===== config.mk =====
export PLATFORM = sky130hd
export DESIGN_NAME = xrv_lsu_flat
export DESIGN_NICKNAME = d
export VERILOG_FILES = /design/src/rtl/xrv_lsu_if.sv /design/src/rtl/xrv_lsu.sv /design/src/flat_wrapper.sv
export SDC_FILE = /design/constraint.sdc
export NUM_CORES = 1
export LEC_CHECK = 0
export CORE_ASPECT_RATIO = 0.5
export CORE_MARGIN = 3
export CORE_UTILIZATION = 45
export DETAILED_ROUTE_END_ITERATION = 7
export PLACE_DENSITY = 0.67
export SLEW_MARGIN = 20
export SYNTH_ARGS = -nofsm -noshare
export SYNTH_HDL_FRONTEND = slang
export SYNTH_SLANG_ARGS = --single-unit

===== constraint.sdc =====
create_clock -name clk -period 3.65 [get_ports clk]
set_clock_uncertainty 0.15 [all_clocks]
set_input_delay 0.73 -clock clk [delete_from_list [all_inputs] [get_ports clk]]
set_output_delay 0.73 -clock clk [all_outputs]
set_load 0.05 [all_outputs]

===== src/rtl/xrv_lsu_if.sv =====
// rtl/xrv_lsu_if.sv - execute-stage request/response and data-bus signals of the LSU
interface xrv_lsu_if #(
  parameter int DW = 32
);
  logic            req_valid;
  logic            req_ready;
  logic            req_we;
  logic [2:0]      req_funct3;
  logic [31:0]     req_addr;
  logic [31:0]     req_wdata;
  logic [4:0]      req_dest;
  logic            rsp_valid;
  logic [31:0]     rsp_data;
  logic [4:0]      rsp_dest;
  logic            lsu_err;
  logic [31:0]     d_addr;
  logic            d_wr_req;
  logic            d_rd_req;
  logic [DW/8-1:0] d_be;
  logic [DW-1:0]   d_wr_data;
  logic            d_wr_ready;
  logic            d_rd_ready;
  logic [DW-1:0]   d_rd_data;

  modport slave (
    input  req_valid, req_we, req_funct3, req_addr, req_wdata, req_dest,
    input  d_wr_ready, d_rd_ready, d_rd_data,
    output req_ready, rsp_valid, rsp_data, rsp_dest, lsu_err,
    output d_addr, d_wr_req, d_rd_req, d_be, d_wr_data
  );

  modport master (
    output req_valid, req_we, req_funct3, req_addr, req_wdata, req_dest,
    output d_wr_ready, d_rd_ready, d_rd_data,
    input  req_ready, rsp_valid, rsp_data, rsp_dest, lsu_err,
    input  d_addr, d_wr_req, d_rd_req, d_be, d_wr_data
  );
endinterface


===== src/rtl/xrv_lsu.sv =====
// rtl/xrv_lsu.sv - RV32I load/store unit: in-order store buffer, one bus access in flight
// Optional feature macro XRV_LSU_MISALIGN_EN: split word-crossing accesses into two beats.
module xrv_lsu #(
  parameter int DW       = 32,
  parameter int SB_DEPTH = 4
) (
  input  logic     clk,
  input  logic     rstb,
  xrv_lsu_if.slave bus
);
  localparam int NB = DW / 8;
  localparam int OB = $clog2(NB);
  localparam int PW = $clog2(SB_DEPTH);
  localparam int D2 = 2 * DW;
  localparam int B2 = 2 * NB;
  localparam logic [PW:0] SB_FULL = (PW+1)'(SB_DEPTH);

`ifdef XRV_LSU_MISALIGN_EN
  localparam bit SPLIT_EN = 1'b1;
`else
  localparam bit SPLIT_EN = 1'b0;
`endif

  typedef enum logic [2:0] {IDLE, WR_LO, WR_HI, RD_LO, RD_HI, RESP} state_e;

  function automatic logic [3:0] be_of(input logic [2:0] f3);
    case (f3[1:0])
      2'd0:    return 4'b0001;
      2'd1:    return 4'b0011;
      default: return 4'b1111;
    endcase
  endfunction

  // An access crosses when its last byte lands beyond the current bus word.
  function automatic logic crosses(input logic [31:0] a, input logic [2:0] f3);
    int last;
    last = int'(a[OB-1:0]) + ((f3[1:0] == 2'd0) ? 1 : (f3[1:0] == 2'd1) ? 2 : 4);
    return last > NB;
  endfunction

  function automatic logic [31:0] word_of(input logic [31:0] a);
    return {a[31:OB], {OB{1'b0}}};
  endfunction

  // Enables/data over two consecutive words: low half is the first beat, high half the spill.
  function automatic logic [B2-1:0] lanes_be(input logic [31:0] a, input logic [2:0] f3);
    return B2'(be_of(f3)) << a[OB-1:0];
  endfunction

  function automatic logic [D2-1:0] lanes_data(input logic [31:0] a, input logic [2:0] f3,
                                               input logic [31:0] wd);
    logic [31:0] m;
    m = (f3[1:0] == 2'd0) ? 32'h0000_00FF : (f3[1:0] == 2'd1) ? 32'h0000_FFFF : 32'hFFFF_FFFF;
    return D2'(wd & m) << {a[OB-1:0], 3'b000};
  endfunction

  state_e         state_q, state_d;
  logic [31:0]    d_addr_q, d_addr_d;
  logic [NB-1:0]  d_be_q, d_be_d;
  logic [DW-1:0]  d_wr_data_q, d_wr_data_d;
  logic           wr_req_q, wr_req_d, rd_req_q, rd_req_d;
  logic           rsp_valid_q, rsp_valid_d, err_q, err_d, ready_en_q;
  logic [31:0]    rsp_data_q, rsp_data_d;
  logic [4:0]     rsp_dest_q, rsp_dest_d;
  logic [DW-1:0]  rd_lo_q, rd_lo_d;
  logic [31:0]    ld_addr_q, ld_addr_d;
  logic [2:0]     ld_f3_q, ld_f3_d;
  logic [4:0]     ld_dest_q, ld_dest_d;

  logic [31:0]    sb_addr_q [SB_DEPTH];
  logic [31:0]    sb_data_q [SB_DEPTH];
  logic [2:0]     sb_f3_q   [SB_DEPTH];
  logic [PW-1:0]  wr_ptr_q, rd_ptr_q;
  logic [PW:0]    cnt_q;

  logic           sb_empty, sb_full, req_bad, req_acc, push, ld_go, pop;
  logic [31:0]    hd_addr;
  logic [B2-1:0]  hd_be, rq_be, ld_be;
  logic [D2-1:0]  hd_data, rd_wide;
  logic           hd_split, ld_split;
  logic [31:0]    rd_raw, rd_ext;

  assign sb_empty = (cnt_q == '0);
  assign sb_full  = (cnt_q == SB_FULL);
  assign req_bad  = (bus.req_funct3 == 3'd3) || (bus.req_funct3[2] && bus.req_funct3[1]) ||
                    (bus.req_we && bus.req_funct3[2]) ||
                    (!SPLIT_EN && crosses(bus.req_addr, bus.req_funct3));
  assign bus.req_ready = ready_en_q && (bus.req_we ? !sb_full : (sb_empty && state_q == IDLE));
  assign req_acc  = bus.req_valid && bus.req_ready;
  assign push     = req_acc && bus.req_we && !req_bad;
  assign ld_go    = req_acc && !bus.req_we && !req_bad;

  assign hd_addr  = sb_addr_q[rd_ptr_q];
  assign hd_be    = lanes_be(hd_addr, sb_f3_q[rd_ptr_q]);
  assign hd_data  = lanes_data(hd_addr, sb_f3_q[rd_ptr_q], sb_data_q[rd_ptr_q]);
  assign hd_split = SPLIT_EN && crosses(hd_addr, sb_f3_q[rd_ptr_q]);
  assign rq_be    = lanes_be(bus.req_addr, bus.req_funct3);
  assign ld_be    = lanes_be(ld_addr_q, ld_f3_q);
  assign ld_split = SPLIT_EN && crosses(ld_addr_q, ld_f3_q);

  // Merge beats (low word bytes first), shift the addressed bytes down and extend.
  always_comb begin
    rd_wide = (state_q == RD_HI) ? {bus.d_rd_data, rd_lo_q} : {{DW{1'b0}}, bus.d_rd_data};
    rd_raw  = 32'(rd_wide >> {ld_addr_q[OB-1:0], 3'b000});
    case (ld_f3_q)
      3'd0:    rd_ext = {{24{rd_raw[7]}}, rd_raw[7:0]};
      3'd1:    rd_ext = {{16{rd_raw[15]}}, rd_raw[15:0]};
      3'd4:    rd_ext = {24'd0, rd_raw[7:0]};
      3'd5:    rd_ext = {16'd0, rd_raw[15:0]};
      default: rd_ext = rd_raw;
    endcase
  end

  // Bus FSM next state and registered bus/response outputs.
  always_comb begin
    state_d     = state_q;
    d_addr_d    = d_addr_q;
    d_be_d      = d_be_q;
    d_wr_data_d = d_wr_data_q;
    wr_req_d    = wr_req_q;
    rd_req_d    = rd_req_q;
    rsp_valid_d = 1'b0;
    rsp_data_d  = rsp_data_q;
    rsp_dest_d  = rsp_dest_q;
    rd_lo_d     = rd_lo_q;
    ld_addr_d   = ld_addr_q;
    ld_f3_d     = ld_f3_q;
    ld_dest_d   = ld_dest_q;
    pop         = 1'b0;
    err_d       = req_acc && req_bad;
    case (state_q)
      IDLE: begin
        if (!sb_empty) begin
          state_d     = WR_LO;
          wr_req_d    = 1'b1;
          d_addr_d    = word_of(hd_addr);
          d_be_d      = hd_be[NB-1:0];
          d_wr_data_d = hd_data[DW-1:0];
        end else if (ld_go) begin
          state_d   = RD_LO;
          rd_req_d  = 1'b1;
          d_addr_d  = word_of(bus.req_addr);
          d_be_d    = rq_be[NB-1:0];
          ld_addr_d = bus.req_addr;
          ld_f3_d   = bus.req_funct3;
          ld_dest_d = bus.req_dest;
        end
      end
      WR_LO: begin
        if (bus.d_wr_ready) begin
          if (hd_split) begin
            state_d     = WR_HI;
            d_addr_d    = word_of(hd_addr) + 32'(NB);
            d_be_d      = hd_be[B2-1:NB];
            d_wr_data_d = hd_data[D2-1:DW];
          end else begin
            state_d  = IDLE;
            wr_req_d = 1'b0;
            pop      = 1'b1;
          end
        end
      end
      WR_HI: begin
        if (bus.d_wr_ready) begin
          state_d  = IDLE;
          wr_req_d = 1'b0;
          pop      = 1'b1;
        end
      end
      RD_LO, RD_HI: begin
        if (bus.d_rd_ready) begin
          if (state_q == RD_LO && ld_split) begin
            state_d  = RD_HI;
            d_addr_d = word_of(ld_addr_q) + 32'(NB);
            d_be_d   = ld_be[B2-1:NB];
            rd_lo_d  = bus.d_rd_data;
          end else begin
            state_d     = RESP;
            rd_req_d    = 1'b0;
            rsp_valid_d = 1'b1;
            rsp_data_d  = rd_ext;
            rsp_dest_d  = ld_dest_q;
          end
        end
      end
      RESP:    state_d = IDLE;
      default: state_d = IDLE;
    endcase
  end

  // State, bus outputs and buffer pointers; reset drops every request and empties the buffer.
  always_ff @(posedge clk or negedge rstb) begin
    if (!rstb) begin
      state_q     <= IDLE;
      d_addr_q    <= '0;
      d_be_q      <= '0;
      d_wr_data_q <= '0;
      wr_req_q    <= 1'b0;
      rd_req_q    <= 1'b0;
      rsp_valid_q <= 1'b0;
      rsp_data_q  <= '0;
      rsp_dest_q  <= '0;
      err_q       <= 1'b0;
      ready_en_q  <= 1'b0;
      rd_lo_q     <= '0;
      ld_addr_q   <= '0;
      ld_f3_q     <= '0;
      ld_dest_q   <= '0;
      wr_ptr_q    <= '0;
      rd_ptr_q    <= '0;
      cnt_q       <= '0;
    end else begin
      state_q     <= state_d;
      d_addr_q    <= d_addr_d;
      d_be_q      <= d_be_d;
      d_wr_data_q <= d_wr_data_d;
      wr_req_q    <= wr_req_d;
      rd_req_q    <= rd_req_d;
      rsp_valid_q <= rsp_valid_d;
      rsp_data_q  <= rsp_data_d;
      rsp_dest_q  <= rsp_dest_d;
      err_q       <= err_d;
      ready_en_q  <= 1'b1;
      rd_lo_q     <= rd_lo_d;
      ld_addr_q   <= ld_addr_d;
      ld_f3_q     <= ld_f3_d;
      ld_dest_q   <= ld_dest_d;
      if (push) wr_ptr_q <= wr_ptr_q + PW'(1);
      if (pop)  rd_ptr_q <= rd_ptr_q + PW'(1);
      cnt_q       <= cnt_q + (PW+1)'(push) - (PW+1)'(pop);
    end
  end

  // Buffer payload; entries beyond the count are never read, so no reset is needed.
  always_ff @(posedge clk) begin
    if (push) begin
      sb_addr_q[wr_ptr_q] <= bus.req_addr;
      sb_data_q[wr_ptr_q] <= bus.req_wdata;
      sb_f3_q[wr_ptr_q]   <= bus.req_funct3;
    end
  end

  assign bus.d_addr    = d_addr_q;
  assign bus.d_be      = d_be_q;
  assign bus.d_wr_data = d_wr_data_q;
  assign bus.d_wr_req  = wr_req_q;
  assign bus.d_rd_req  = rd_req_q;
  assign bus.rsp_valid = rsp_valid_q;
  assign bus.rsp_data  = rsp_data_q;
  assign bus.rsp_dest  = rsp_dest_q;
  assign bus.lsu_err   = err_q;
endmodule


===== src/flat_wrapper.sv =====
// flat-port wrapper written by rule: the top's interface ports become plain ports
module xrv_lsu_flat 
#(
  parameter int DW       = 32,
  parameter int SB_DEPTH = 4
)
  (clk, rstb, bus_req_valid, bus_req_we, bus_req_funct3, bus_req_addr, bus_req_wdata, bus_req_dest, bus_d_wr_ready, bus_d_rd_ready, bus_d_rd_data, bus_req_ready, bus_rsp_valid, bus_rsp_data, bus_rsp_dest, bus_lsu_err, bus_d_addr, bus_d_wr_req, bus_d_rd_req, bus_d_be, bus_d_wr_data);
  xrv_lsu_if #(.DW(DW)) bus_i ();
  input  logic clk;
  input  logic rstb;
  input wire logic [$bits(bus_i.req_valid)-1:0] bus_req_valid;
  input wire logic [$bits(bus_i.req_we)-1:0] bus_req_we;
  input wire logic [$bits(bus_i.req_funct3)-1:0] bus_req_funct3;
  input wire logic [$bits(bus_i.req_addr)-1:0] bus_req_addr;
  input wire logic [$bits(bus_i.req_wdata)-1:0] bus_req_wdata;
  input wire logic [$bits(bus_i.req_dest)-1:0] bus_req_dest;
  input wire logic [$bits(bus_i.d_wr_ready)-1:0] bus_d_wr_ready;
  input wire logic [$bits(bus_i.d_rd_ready)-1:0] bus_d_rd_ready;
  input wire logic [$bits(bus_i.d_rd_data)-1:0] bus_d_rd_data;
  output wire logic [$bits(bus_i.req_ready)-1:0] bus_req_ready;
  output wire logic [$bits(bus_i.rsp_valid)-1:0] bus_rsp_valid;
  output wire logic [$bits(bus_i.rsp_data)-1:0] bus_rsp_data;
  output wire logic [$bits(bus_i.rsp_dest)-1:0] bus_rsp_dest;
  output wire logic [$bits(bus_i.lsu_err)-1:0] bus_lsu_err;
  output wire logic [$bits(bus_i.d_addr)-1:0] bus_d_addr;
  output wire logic [$bits(bus_i.d_wr_req)-1:0] bus_d_wr_req;
  output wire logic [$bits(bus_i.d_rd_req)-1:0] bus_d_rd_req;
  output wire logic [$bits(bus_i.d_be)-1:0] bus_d_be;
  output wire logic [$bits(bus_i.d_wr_data)-1:0] bus_d_wr_data;
  assign bus_i.req_valid = bus_req_valid;
  assign bus_i.req_we = bus_req_we;
  assign bus_i.req_funct3 = bus_req_funct3;
  assign bus_i.req_addr = bus_req_addr;
  assign bus_i.req_wdata = bus_req_wdata;
  assign bus_i.req_dest = bus_req_dest;
  assign bus_i.d_wr_ready = bus_d_wr_ready;
  assign bus_i.d_rd_ready = bus_d_rd_ready;
  assign bus_i.d_rd_data = bus_d_rd_data;
  assign bus_req_ready = bus_i.req_ready;
  assign bus_rsp_valid = bus_i.rsp_valid;
  assign bus_rsp_data = bus_i.rsp_data;
  assign bus_rsp_dest = bus_i.rsp_dest;
  assign bus_lsu_err = bus_i.lsu_err;
  assign bus_d_addr = bus_i.d_addr;
  assign bus_d_wr_req = bus_i.d_wr_req;
  assign bus_d_rd_req = bus_i.d_rd_req;
  assign bus_d_be = bus_i.d_be;
  assign bus_d_wr_data = bus_i.d_wr_data;
  xrv_lsu #(.DW(DW), .SB_DEPTH(SB_DEPTH)) u_core (.clk(clk), .rstb(rstb), .bus(bus_i));
endmodule

* After elaboration in Yosys (flattened, before gate mapping) *
Memory sizes are Yosys's and may differ from the RTL's.
Index checks and enable logic that the tools add are counted.

word-level totals
  input port bits = 110
  bits in registers = 130
  memory bits (read-only) = 0
  RAM bits = 268
  memories = 3
  logic and storage cells = 113
  latch bits = 0

cells by class
  multiply operators = 0
  reduce and logical (&&, ||, !) cells = 32
  $lt $le $gt $ge = 1
  add/sub/neg operators = 5
  shift-type cells = 4
  equal/unequal tests = 18
  muxes and demuxes = 31
  div/mod/pow operators = 0
  bitwise operators = 2

memories
  memory            words  width  rd ports  clocked after memory_dff  wr ports  line           RTL
  u_core.sb_addr_q  4      32     1         0                         1         xrv_lsu.sv:70  logic [31:0] sb_addr_q [SB_DEPTH];
  u_core.sb_data_q  4      32     1         0                         1         xrv_lsu.sv:71  logic [31:0] sb_data_q [SB_DEPTH];
  u_core.sb_f3_q    4      3      1         0                         1         xrv_lsu.sv:72  logic [2:0] sb_f3_q [SB_DEPTH];

operators with widths
  operator             count
  $mux 32              5
  $pmux 32 s4          1
  $mux 64              1
  $shl 64x5->32        1
  $shr 64x5->32        1
  $add 3x32->32        1
  $and 32x32->32       1
  $gt 32x4->1 const B  1
  $pmux 4 s2           2
  $mux 3               5
  $eq 3x3->1 const B   4
  $mux 1               12
  $logic_and 1x1->1    10
  $eq 3x2->1 const B   3
  $logic_not 3->1      3
  $pmux 3 s3           1
  $reduce_and 3->1     3
  $mux 4               2
  $shl 4x2->4          2
  $eq 3x1->1 const B   2
  $ne 2x1->1 const B   3
  $ne 2x2->1 const B   3
  $reduce_and 2->1     3
  $add 2x1->2 const B  2
  other kinds (12)     21

* Logic depth before layout (Yosys ltp) *
  depth in word-level cells = 11
  gate-level depth with buffers = 11
  gate-level depth less buffers = 10

* Worst setup path before layout *
No wires, ideal clock.

  kind = input to register
  start point = input port bus_req_addr[0]
  end point = memory u_core.sb_addr_q[0][0], enable pin
  data arrival time = 4.007 ns
  slack = -0.938 ns
  buffers on the path = 1
  required time = 3.069 ns
  stages on the path = 8
  cells stage by stage = clkbuf_1 nor3b_1 fa_1 nor3b_1 o22a_1 o21ai_0 nor2_1 and2_1

between the ends
  longest elaborated chain between the ends = 7

ends and longest elaborated chain
  element                       line                RTL
  start: declaration            flat_wrapper.sv:14  input wire logic [$bits(bus_i.req_addr)-1:0] bus_req_addr;
  $add 3x32->32                 xrv_lsu.sv:37       last = int'(a[OB-1:0]) + ((f3[1:0] == 2'd0) ? 1 : (f3[1:0] == 2'd1) ? 2 : 4);
  $gt 32x4->1                   xrv_lsu.sv:38       return last > NB;
  $logic_or 1x1->1              xrv_lsu.sv:86       (bus.req_we && bus.req_funct3[2]) ||
  $logic_not 1->1               xrv_lsu.sv:90       assign push = req_acc && bus.req_we && !req_bad;
  $logic_and 1x1->1             xrv_lsu.sv:90
  named net u_core.push         xrv_lsu.sv:76       logic sb_empty, sb_full, req_bad, req_acc, push, ld_go, pop;
  $mux 1                        xrv_lsu.sv:236      if (push) begin
  $mux 1 (not written as such)  xrv_lsu.sv:237      sb_addr_q[wr_ptr_q] <= bus.req_addr;
  end: declaration              xrv_lsu.sv:70

The timed path passes the listed nets, and every way through them passes these cells.

* Final worst setup path *
  start point = input port bus_req_funct3[0]
  end point = memory u_core.sb_data_q[1][0], enable pin

between the ends
  longest elaborated chain between the ends = 10
  elaborated cells on any way between the ends = 14

ends and longest elaborated chain
  element                         line                RTL
  start: declaration              flat_wrapper.sv:13  input wire logic [$bits(bus_i.req_funct3)-1:0] bus_req_funct3;
  $eq 2x1->1                      xrv_lsu.sv:37
  $mux 3                          xrv_lsu.sv:37
  $mux 32                         xrv_lsu.sv:37
  $add 3x32->32                   xrv_lsu.sv:37
  $gt 32x4->1                     xrv_lsu.sv:38
  $logic_or 1x1->1 *              xrv_lsu.sv:86
  $logic_not 1->1 *               xrv_lsu.sv:90
  $logic_and 1x1->1 *             xrv_lsu.sv:90
  named net u_core.push           xrv_lsu.sv:76
  $mux 1 *                        xrv_lsu.sv:236
  $mux 1 (not written as such) *  xrv_lsu.sv:238      sb_data_q[wr_ptr_q] <= bus.req_wdata;
  end: declaration                xrv_lsu.sv:71

The timed path passes the listed nets; every way through them passes the cells marked *.

==> flow_summary.yaml <==
yosys:
  netlist_instances: 1022
  synth_area_sq_um: 16300
  yosys_register_bits: 392
  synth-edff-count: 264
  async_flop_share_pct: 32.7
  synth.distinct_cells: 58
  ys_seq_area_share_pct: 68.4
  yosysWarnings: 0
  synth.avg_cell_area_sq_um: 15.9
  synthFlopType: "edfxtp_1"
worst_setup_path:
  max_stage_delay_ns: 0.48
  cp.required_ns: 3.73
  cpMostUsedCell: "nor3b_1"
  cp_max_fo: 19
  cp-end-kind: "flip-flop"
  path_cells: "clkdlybuf4s50_1, nor3b_1, fa_1, nor3b_1, o22a_1, o21ai_0, nor2_1, buf_4, and2_4, buf_12"
  slowest_stage: "fa_1"
  crit_type: "in -> reg"
  start_kind: "input pin"
  crit_arrival_ns: 3.46
cells_and_area:
  design_area_sq_um: 20400
  final_cell_mix: "edfxtp_1, clkdlybuf4s50_1, dfrtp_1, nand2_1, mux4_2"
  drive_gt1_share_pct: 17.8
  num-nets-final: 1375
  layout_commonest_cell: "edfxtp_1"
  final_core_util_pct: 58.1
  syn2layout_area_growth_pct: 25.1
timing:
  setup_tns_ns: 0
  fmax_mhz: 296
  slew_headroom_pct: 36.6
  rsz0062_at_grt: "false"
  period_share_pct: 92.6
  finalHoldViolations: 0
  fin_crit_ns: 3.38
  setup_viol_count_final: 0
  worst_pin_slew_ns: 0.950
  holdWs_ns: 0.0273
  slew_viol_final: 0
clock_tree:
  cts_buffers: 35
  postCtsSetupBuffers: 0
  hold_buffers: 0
  clk_pin_slew_ns: 0.07
  cts_sinks: 392
  clkLatencyLatePin_ns: 0.54
  ctsRootBufferMaster: "clkbuf_16"
  cts.htree.levels: 2
  post_cts_resized: 0
  cts_tree: "built"
  cts_buffer_depth: 3
power_and_ir_drop:
  ir_drop_mv: 0.452
  power.density_nw_per_um2: 821
  leakage_nw: 7.26
  total_power_mw: 16.7
hold_path:
  hp-class: "in -> async"
grt:
  grt_overflow: 0
  gr-usage-all-layers_pct: 20.2
  grt_pass1_wl_um: 60100
  antenna_found_initial: 2
  grt_max_degree: 59
  first_global_vias: 10200
floorplanning:
  die-area_sq_um: 38600
  start_util_pct: 46.4
  dieHeight_um: 141
  io_pins: 220
  core_area_sq_um: 35100
  die_w_um: 275
  rows: 48
run:
  maxCapViolations: 0
status:
  status: "finished, final reports clean"
place:
  dpl_cell_area_sq_um: 19300
  io_buffers: 217
  routabilityCongestion: 0.818
  dp_hpwl_um: 26100
drt:
  route.vias.total: 9809
  drc_errors: 0
  first_pass_iters: 5
  viasPerCell: 5.58
  wire_per_inst_um: 22.0
  postRouteAntennaNets: 0
  first_iter_violations: 821
  wl_um: 38600
-- Yosys cell counts, drive strengths merged, types with 6 or more instances --
cell     instances  area (sq um)
a221oi           8          70.1
and2             6          37.5
a22o            23           201
nor3            10          55.1
a22oi            7          52.6
mux4            67          1510
nand3           12          60.1
nor3b            7          57.6
mux2            34           387
inv              9          33.8
o22a            33           289
edfxtp         264          7930
nand2           71           267
nor2            64           240
clkbuf          32           120
buf             39           239
o22ai            8          50.1
mux2i           21           210
dfrtp          128          3200
o21a            30           225
a21oi           44           277
o21ai           36           184
a2bb2oi          8          70.1
and3             8          50.1
nand2b          12          75.1
ha               7          87.6
-- critical path: cells and delay by family --
kind	cells	cell delay [ns]
adder cells (fa/ha/maj)	1	0.48
AND/OR/NAND/NOR	4	1.00
AO/OA/AOI/OAI	2	0.37
buffers and inverters	3	0.87
-- state kept, by name, summed over array words and instances (netlist names), 5 cells and up --
register              flops
u_core.bus.rsp_data      32
u_core.sb_data_q        128
u_core.sb_f3_q            8
u_core.bus.rsp_dest       5
u_core.ld_dest_q          5
u_core.bus.d_wr_data     32
u_core.bus.d_addr        30
u_core.sb_addr_q        128
-- through the flow --
stage	worst slack, ns	instances
after global placement	-0.188	1694
after floorplan	-0.229	1023
after global routing	0.0927	1758
after CTS	0.291	1757
after detailed placement	-0.263	1694
final	0.271	1758
-- metal layers --
layer	vias to the layer above	global-route usage [%]	wire length (um)
met3	63	3.66	2110
met5	-	0	10
met4	2	5.58	965
li1	4400	-	-
met2	287	33.4	19000
met1	5057	27.7	16600
-- logic make-up after synthesis --
family / after synthesis / share of synthesized area [%]
DFF: 392 / 68.4
buffers and inverters: 80 / 2.41
and+or+nand+nor: 203 / 5.78
other: 2 / 0.0461
adders and majority gates: 9 / 0.784
muxes: 122 / 12.9
AOI/OAI and AO/OA: 208 / 9.36
xor gates and xnor gates: 6 / 0.323
-- final cells by class --
type	count	area, sq um
fill	2709	14700
sequential	392	11100
multi-input combinational	551	4780
timing repair buffer	267	2720
clock buffer	42	912
tap	475	594
clock inverter	21	194
inverter	9	33.8
antenna	1	2.50
-- path summary, 6_finish.rpt --
path                                startpoint                        to  slack, ns  cells after the start
setup reg to reg            u_core.rd_ptr_q[0]  u_core.bus.d_wr_data[27]       0.84                      6
max in group asynchronous                 rstb  u_core.bus.d_wr_data[31]       2.43                      2
hold reg to reg            u_core.ld_dest_q[0]    u_core.bus.rsp_dest[0]       0.32                      2
hold / removal                            rstb    u_core.bus.rsp_data[1]       0.03                      1
setup / recovery             bus_req_funct3[0]    u_core.sb_data_q[1][0]       0.27                     10
min in group clk           u_core.ld_dest_q[0]    u_core.bus.rsp_dest[0]       0.32                      2
-- power breakdown --
part	switching, mW	internal, mW	total, mW
clock	1.64	1.95	3.59
sequential	0.451	5.45	5.90
combinational	4.38	2.85	7.23
No activity file was read; power rests on OpenSTA's default activity.
==> patch 1: new RTL, same flow settings <==
The option `XRV_LSU_MISALIGN_EN` is turned on by a define.
--- a/src/rtl/xrv_lsu.sv
+++ b/src/rtl/xrv_lsu.sv
@@ -1,5 +1,7 @@
 // rtl/xrv_lsu.sv - RV32I load/store unit: in-order store buffer, one bus access in flight
 // Optional feature macro XRV_LSU_MISALIGN_EN: split word-crossing accesses into two beats.
+`define XRV_LSU_MISALIGN_EN
+
 module xrv_lsu #(
   parameter int DW       = 32,
   parameter int SB_DEPTH = 4
Check against the original RTL: not equivalent (a bounded check fails within 4 cycles, from zero or initial values and one cycle with rstb low).
==> patch 1 against the original RTL <==
Synthesized cell count up 50%; fmax shrank 7.1%; register-to-register slack got worse by 0.83 ns; worst setup slack got worse by 0.26 ns; design area up 29%; first-iteration DRC count is 74% higher; sequential cell count rose by 62; power up 41%; area after synthesis is 29% higher; wire length up 42%; combinational power increased by 63%; largest power group unchanged; highest routed layer is now met4.
==> patch 1: results (changes against the original RTL) <==
| Metric | Value |
|---|---|
| Vias/cell | 5.747 (+3.0%) |
| Clk_lat worst skew | 0.57 ns (+0.03 ns) |
| Post-Synth Adder-Cell Area | 0.009380 (+0.001541) |
| R2R depth | 15 (+9) |
| Int Power | 14.01 mW (+37%) |
| CTS root buf | clkbuf_16 |
| R2r endpoint | u_core.cnt_q[2]$_DFF_PN0_ |
| Largest fanout on the critical path | 5 (-14) |
| Worst-Margin Slew | 1.056 ns (+0.1054 ns) |
| Synth area leaders | edfxtp_1 38%, dfrtp_1 23%, mux4_2 7.2%, mux2i_1 5.2%, mux2_2 5.0% |
| Worst Hold Slack | 0.01307 ns (-0.01422 ns) |
| Xor/xnor share of the synthesized area | 0.01288 (+0.009655) |
| Drt wl/cell | 22.44 um (+2.1%) |
| Initial drt markers | 1,428 (+74%) |
| # fillers | 3,680 (+36%) |
| Leak | 10.06 nW (+39%) |
| Nets | 1,915 (+39%) |
| RD Place Congestion | 0.8582 (+4.9%) |
| Post-synth EDFFs | 264 (unchanged) |
| Distinct cells, synth | 87 (+50%) |
| CTS max path bufs | 3 (unchanged) |
| Worst setup path start | u_core.rd_ptr_q[0]$_DFFE_PN0P_ |
| Share of post-route cells with drive strength above 1 | 0.2123 (+0.03444) |
| Clk slew on worst S/H paths | 0.07 ns (about the same) |
| CTS HTree Levels | 2 (unchanged) |
| Drt pass-1 iters | 5 (unchanged) |
| Detailed Place HPWL | 36.89 mm (+41%) |
| Top post-synthesis cells by count | 264 x edfxtp_1, 190 x dfrtp_1, 159 x nand2_1 |
| Worst Setup End Kind | flip-flop |
| Flop2flop setup slack | 0.01 ns (-0.83 ns) |
| CP Data Arrival Time | 3.93 ns (+0.47 ns) |
| Num CTS Buffers | 41 (+17%) |
| Top Registers | u_core.sb_addr_q: 128 flops, u_core.sb_data_q: 128 flops |
| Seq/Total Area, Yosys | 0.6017 (-0.08190) |
| Share of flip-flops with an asynchronous set or reset | 0.4185 (+0.09197) |
| Max IR drop VDD | 0.4155 mV (-8.1%) |
| GRT Overall Usage | 0.2170 (+0.01530) |
| Vias in the first global route | 14,050 (+37%) |
| Global-route wire length before repair | 84.73 mm (+41%) |
| Largest net degree at the start of global routing | 74 (+25%) |
| Status | completed |
| Complex-gate fraction of the synthesized area | 0.09202 (-0.001583) |
| Worst min-delay path category | in -> async |
| Mux cell area share after synthesis | 0.1758 (+0.04645) |
| Top_reg_cell synth | edfxtp_1 |
| Syn. warnings | 0 (unchanged) |
| Number of antenna violations at the first check in global routing | 2 (unchanged) |
| Setup WS pre-CTS | -0.06189 ns (+0.2007 ns) |
| Fin crit period | 3.636 ns (+0.2567 ns) |
==> patch 1: cell count changes after synthesis, sizes merged, moves of 21 or more <==
cell	unedited run	this run
o22a	33	10
a21oi	44	76
o211ai	0	21
dfrtp	128	190
o21ai	36	62
nor3	10	42
mux2	34	96
nand2	71	159
mux2i	21	111
==> patch 1: critical path: stages (launching register included) <==
cell and delay, ns:
dfrtp_4 0.46, mux4_2 0.58, nor2_4 0.17, ha_4 0.15, fa_2 0.45, nor2_2 0.13
o2111ai_1 0.10, o21ai_1 0.08, and3b_2 0.23, ha_4 0.20, inv_2 0.06, ha_4 0.12
inv_2 0.03, fa_2 0.34, xnor2_2 0.14, xnor2_1 0.12
==> patch 1: power groups by stage <==
stage	clock, mW	sequential, mW	combinational, mW
after floorplan	0	8.99	6.40
after global placement	0	7.33	11.3
after detailed placement	0	7.34	11.4
after CTS	4.72	7.24	11.5
after global routing	4.93	7.37	12.6
final	4.61	7.25	11.8
==> patch 1: per-stage QoR <==
step / area [um^2] / total power [mW] / cells / utilization
final: 26350 / 23.65 / 2453 / 0.5766
after global routing: 26350 / 24.87 / 2452 / 0.5766
after CTS: 26180 / 23.48 / 2441 / 0.5728
after detailed placement: 24730 / 18.77 / 2365 / 0.5412
after global placement: 24730 / 18.64 / 2365 / 0.5412
after floorplan: 21430 / 15.38 / 1536 / -
==> patch 1: final cells by class <==
class                      instances  area, um^2  share of cell area
antenna                            3       7.507           0.0002849
clock buffer                      52        1119             0.04245
multi-input combinational        962        8138              0.3088
clock inverter                    23       309.0             0.01173
sequential                       454       12690              0.4816
tap                              627       784.5             0.02977
inverter                          17       63.81            0.002422
timing repair buffer             315        3239              0.1229
==> patch 1: logic make-up after synthesis <==
group                    Yosys count
AO/OA/AOI/OAI                    283
XOR/XNOR                          31
adder cells (fa/ha/maj)           14
buffers and inverters            120
flip-flops                       454
multiplexers                     274
other                              2
AND/OR/NAND/NOR                  357
==> patch 1: repair_timing <==
item / CTS / global route
endpoints found under the hold margin: 0 / 0
buffers inserted: 1 / 5
gates resized for setup: 4 / 7
pin swaps: 0 / 8
setup endpoints to repair: 20 / 55
cloned: 0 / 4
==> patch 1: layer usage <==
layer | global-route usage | vias up | routed length (um)
li1 | - | 6366 | -
met1 | 0.3124 | 7160 | 24780
met2 | 0.3467 | 490 | 25810
met3 | 0.03603 | 81 | 3200
met4 | 0.05297 | 0 | 1260
met5 | 0 | - | 0
==> patch 2: new RTL, config.mk and constraints unchanged <==
Without the edit above. Make the reset (`rstb`) synchronous in one clocked block.
--- a/src/rtl/xrv_lsu.sv
+++ b/src/rtl/xrv_lsu.sv
@@ -189,7 +189,7 @@
   end
 
   // State, bus outputs and buffer pointers; reset drops every request and empties the buffer.
-  always_ff @(posedge clk or negedge rstb) begin
+  always_ff @(posedge clk) begin
     if (!rstb) begin
       state_q     <= IDLE;
       d_addr_q    <= '0;
Check against the original RTL: differs if rstb is asserted again (counterexample within 4 cycles, from zero or initial values and one cycle with rstb low); with rstb held inactive, the same outputs for 4 cycles.
==> patch 2 against the original RTL <==
Utilization down 0.21 points; design area down 0.20%; critical path depth down 4; worst setup slack worse by 0.018 ns; sequential share of layout area down 2.8 points; wire length up 0.14%; sequential cell count up 2; area after synthesis up 0.28%; fmax down 0.53%; power down 21%; clock power up 3%; largest cell class unchanged.
==> patch 2: results (changes against the original RTL) <==
| Metric | Value |
|---|---|
| Maxcap violations | 0 (unchanged) |
| Worst-Margin Slew | 0.9930 ns (+0.04273 ns) |
| Vias in the first global route | 10,560 (+3.2%) |
| Num CTS Buffers | 37 (+5.7%) |
| Mux cell area share after synthesis | 0.1302 (+0.0008693) |
| HP Start | u_core.bus.rsp_dest[4]$_SDFFE_PN0P_ |
| Post-Synth Adder-Cell Area | 0.007817 (-0.00002162) |
| DRT met1 WL | 16.32 mm (-1.6%) |
| Xor/xnor share of the synthesized area | 0.003755 (+0.0005275) |
| Clk_lat worst skew | 0.54 ns (about the same) |
| Nets | 1,480 (+7.6%) |
| CTS root buf | clkbuf_16 |
| Initial drt markers | 646 (-21%) |
| Global-route wire length before repair | 60.16 mm (+0.15%) |
| Share of flip-flops with an asynchronous set or reset | 0 (-0.3265) |
| Vias/cell | 5.544 (-0.63%) |
| CTS HTree Levels | 2 (unchanged) |
| Placed instance count | 1,797 (+6.1%) |
| Metal3 WL | 2.054 mm (-2.8%) |
| CP Data Arrival Time | 2.52 ns (-0.94 ns) |
| Top post-synthesis cells by count | 264 x edfxtp_1, 130 x dfxtp_1, 119 x nand2_1 |
| Met1 Use GR | 0.2594 (-0.01743) |
| Non-Filler Instances | 1,865 (+6.1%) |
| Leak | 6.759 nW (-6.9%) |
| Post-CTS Setup Repair Bufs | 0 (unchanged) |
| Seq/Total Area, Yosys | 0.6450 (-0.03867) |
| RD Place Congestion | 0.8078 (-1.2%) |
| Top Registers | u_core.sb_addr_q: 128 flops, u_core.sb_data_q: 128 flops |
| Largest net degree at the start of global routing | 56 (-5.1%) |
| Total detailed-routing wirelength | 38.68 mm (+0.14%) |
| Max IR drop VDD | 0.3892 mV (-14%) |
| GRT met3 Usage | 0.04031 (+0.003675) |
| Worst min-delay path category | reg -> reg |
| Placed Area | 19,200 um^2 (-0.37%) |
| Status | completed |
| Worst Hold Slack | 0.3084 ns (+0.2811 ns) |
| Share of post-route cells with drive strength above 1 | 0.1555 (-0.02234) |
| Synth area leaders | edfxtp_1 49%, dfxtp_1 16%, mux4_2 9.2%, mux2i_1 3.1%, nand2_1 2.7% |
| Post-cts resize count | 0 (unchanged) |
| Mean Syn Cell Area | 14.28 um^2 (-10%) |
| Setup WS pre-CTS | -0.09022 ns (+0.1724 ns) |
| Complex-gate fraction of the synthesized area | 0.1036 (+0.01001) |
| CP endpoint | bus_req_ready |
| Wire length on met2 | 19.31 mm (+1.8%) |
| Number of antenna violations at the first check in global routing | 1 (-1) |
| Maximum clock frequency | 294.4 MHz (-0.53%) |
| GRT Overall Usage | 0.1995 (-0.002188) |
| Met2 Use GR | 0.3398 (+0.006054) |
| Detailed Place HPWL | 25.88 mm (-0.79%) |
| R2R depth | 5 (-1) |
| R2r endpoint | u_core.bus.rsp_data[29]$_SDFFE_PN0P_ |
| DR top layer | met4 |
| Flop2flop setup slack | 0.89 ns (+0.05 ns) |
| Largest fanout on the critical path | 10 (-9) |
| WS Path Type | reg -> out |
| Distinct cells, synth | 63 (+8.6%) |
| R2r startpoint | u_core.state_q[0]$_SDFFE_PN0P_ |
-- patch 2: changes by cell type after synthesis, moves of 24 or more --
| cell | delta |
|---|---|
| dfxtp_1 | +130 |
| mux2i_1 | +29 |
| o21ai_0 | +24 |
| o21a_1 | -27 |
| nor2b_1 | +35 |
| o22a_1 | -33 |
| nand2_1 | +48 |
| dfrtp_1 | -128 |
| mux2_2 | -28 |
-- patch 2: critical path: stages, from the launching register on --
cell and delay, ns:
dfxtp_1 0.40, nor3_1 0.22, buf_4 0.16, and2_1 0.17
nor2_1 0.05, nor2_1 0.15, clkdlybuf4s50_1 0.83
-- patch 2: where the power goes --
group	switching [mW]	total, mW	internal (mW)
registers	0.242	5.35	5.11
clock network	1.64	3.69	2.05
logic	2.69	4.21	1.52
-- patch 2: layout make-up --
class,instances,area (um^2)
flip-flops and latches,394,10540
diodes,1,2.502
inverters,10,37.54
fillers,2758,14800
multi-input cells,654,5343
clock inverters,8,97.59
well taps,475,594.3
repair buffers,264,2683
clock buffers,59,1040
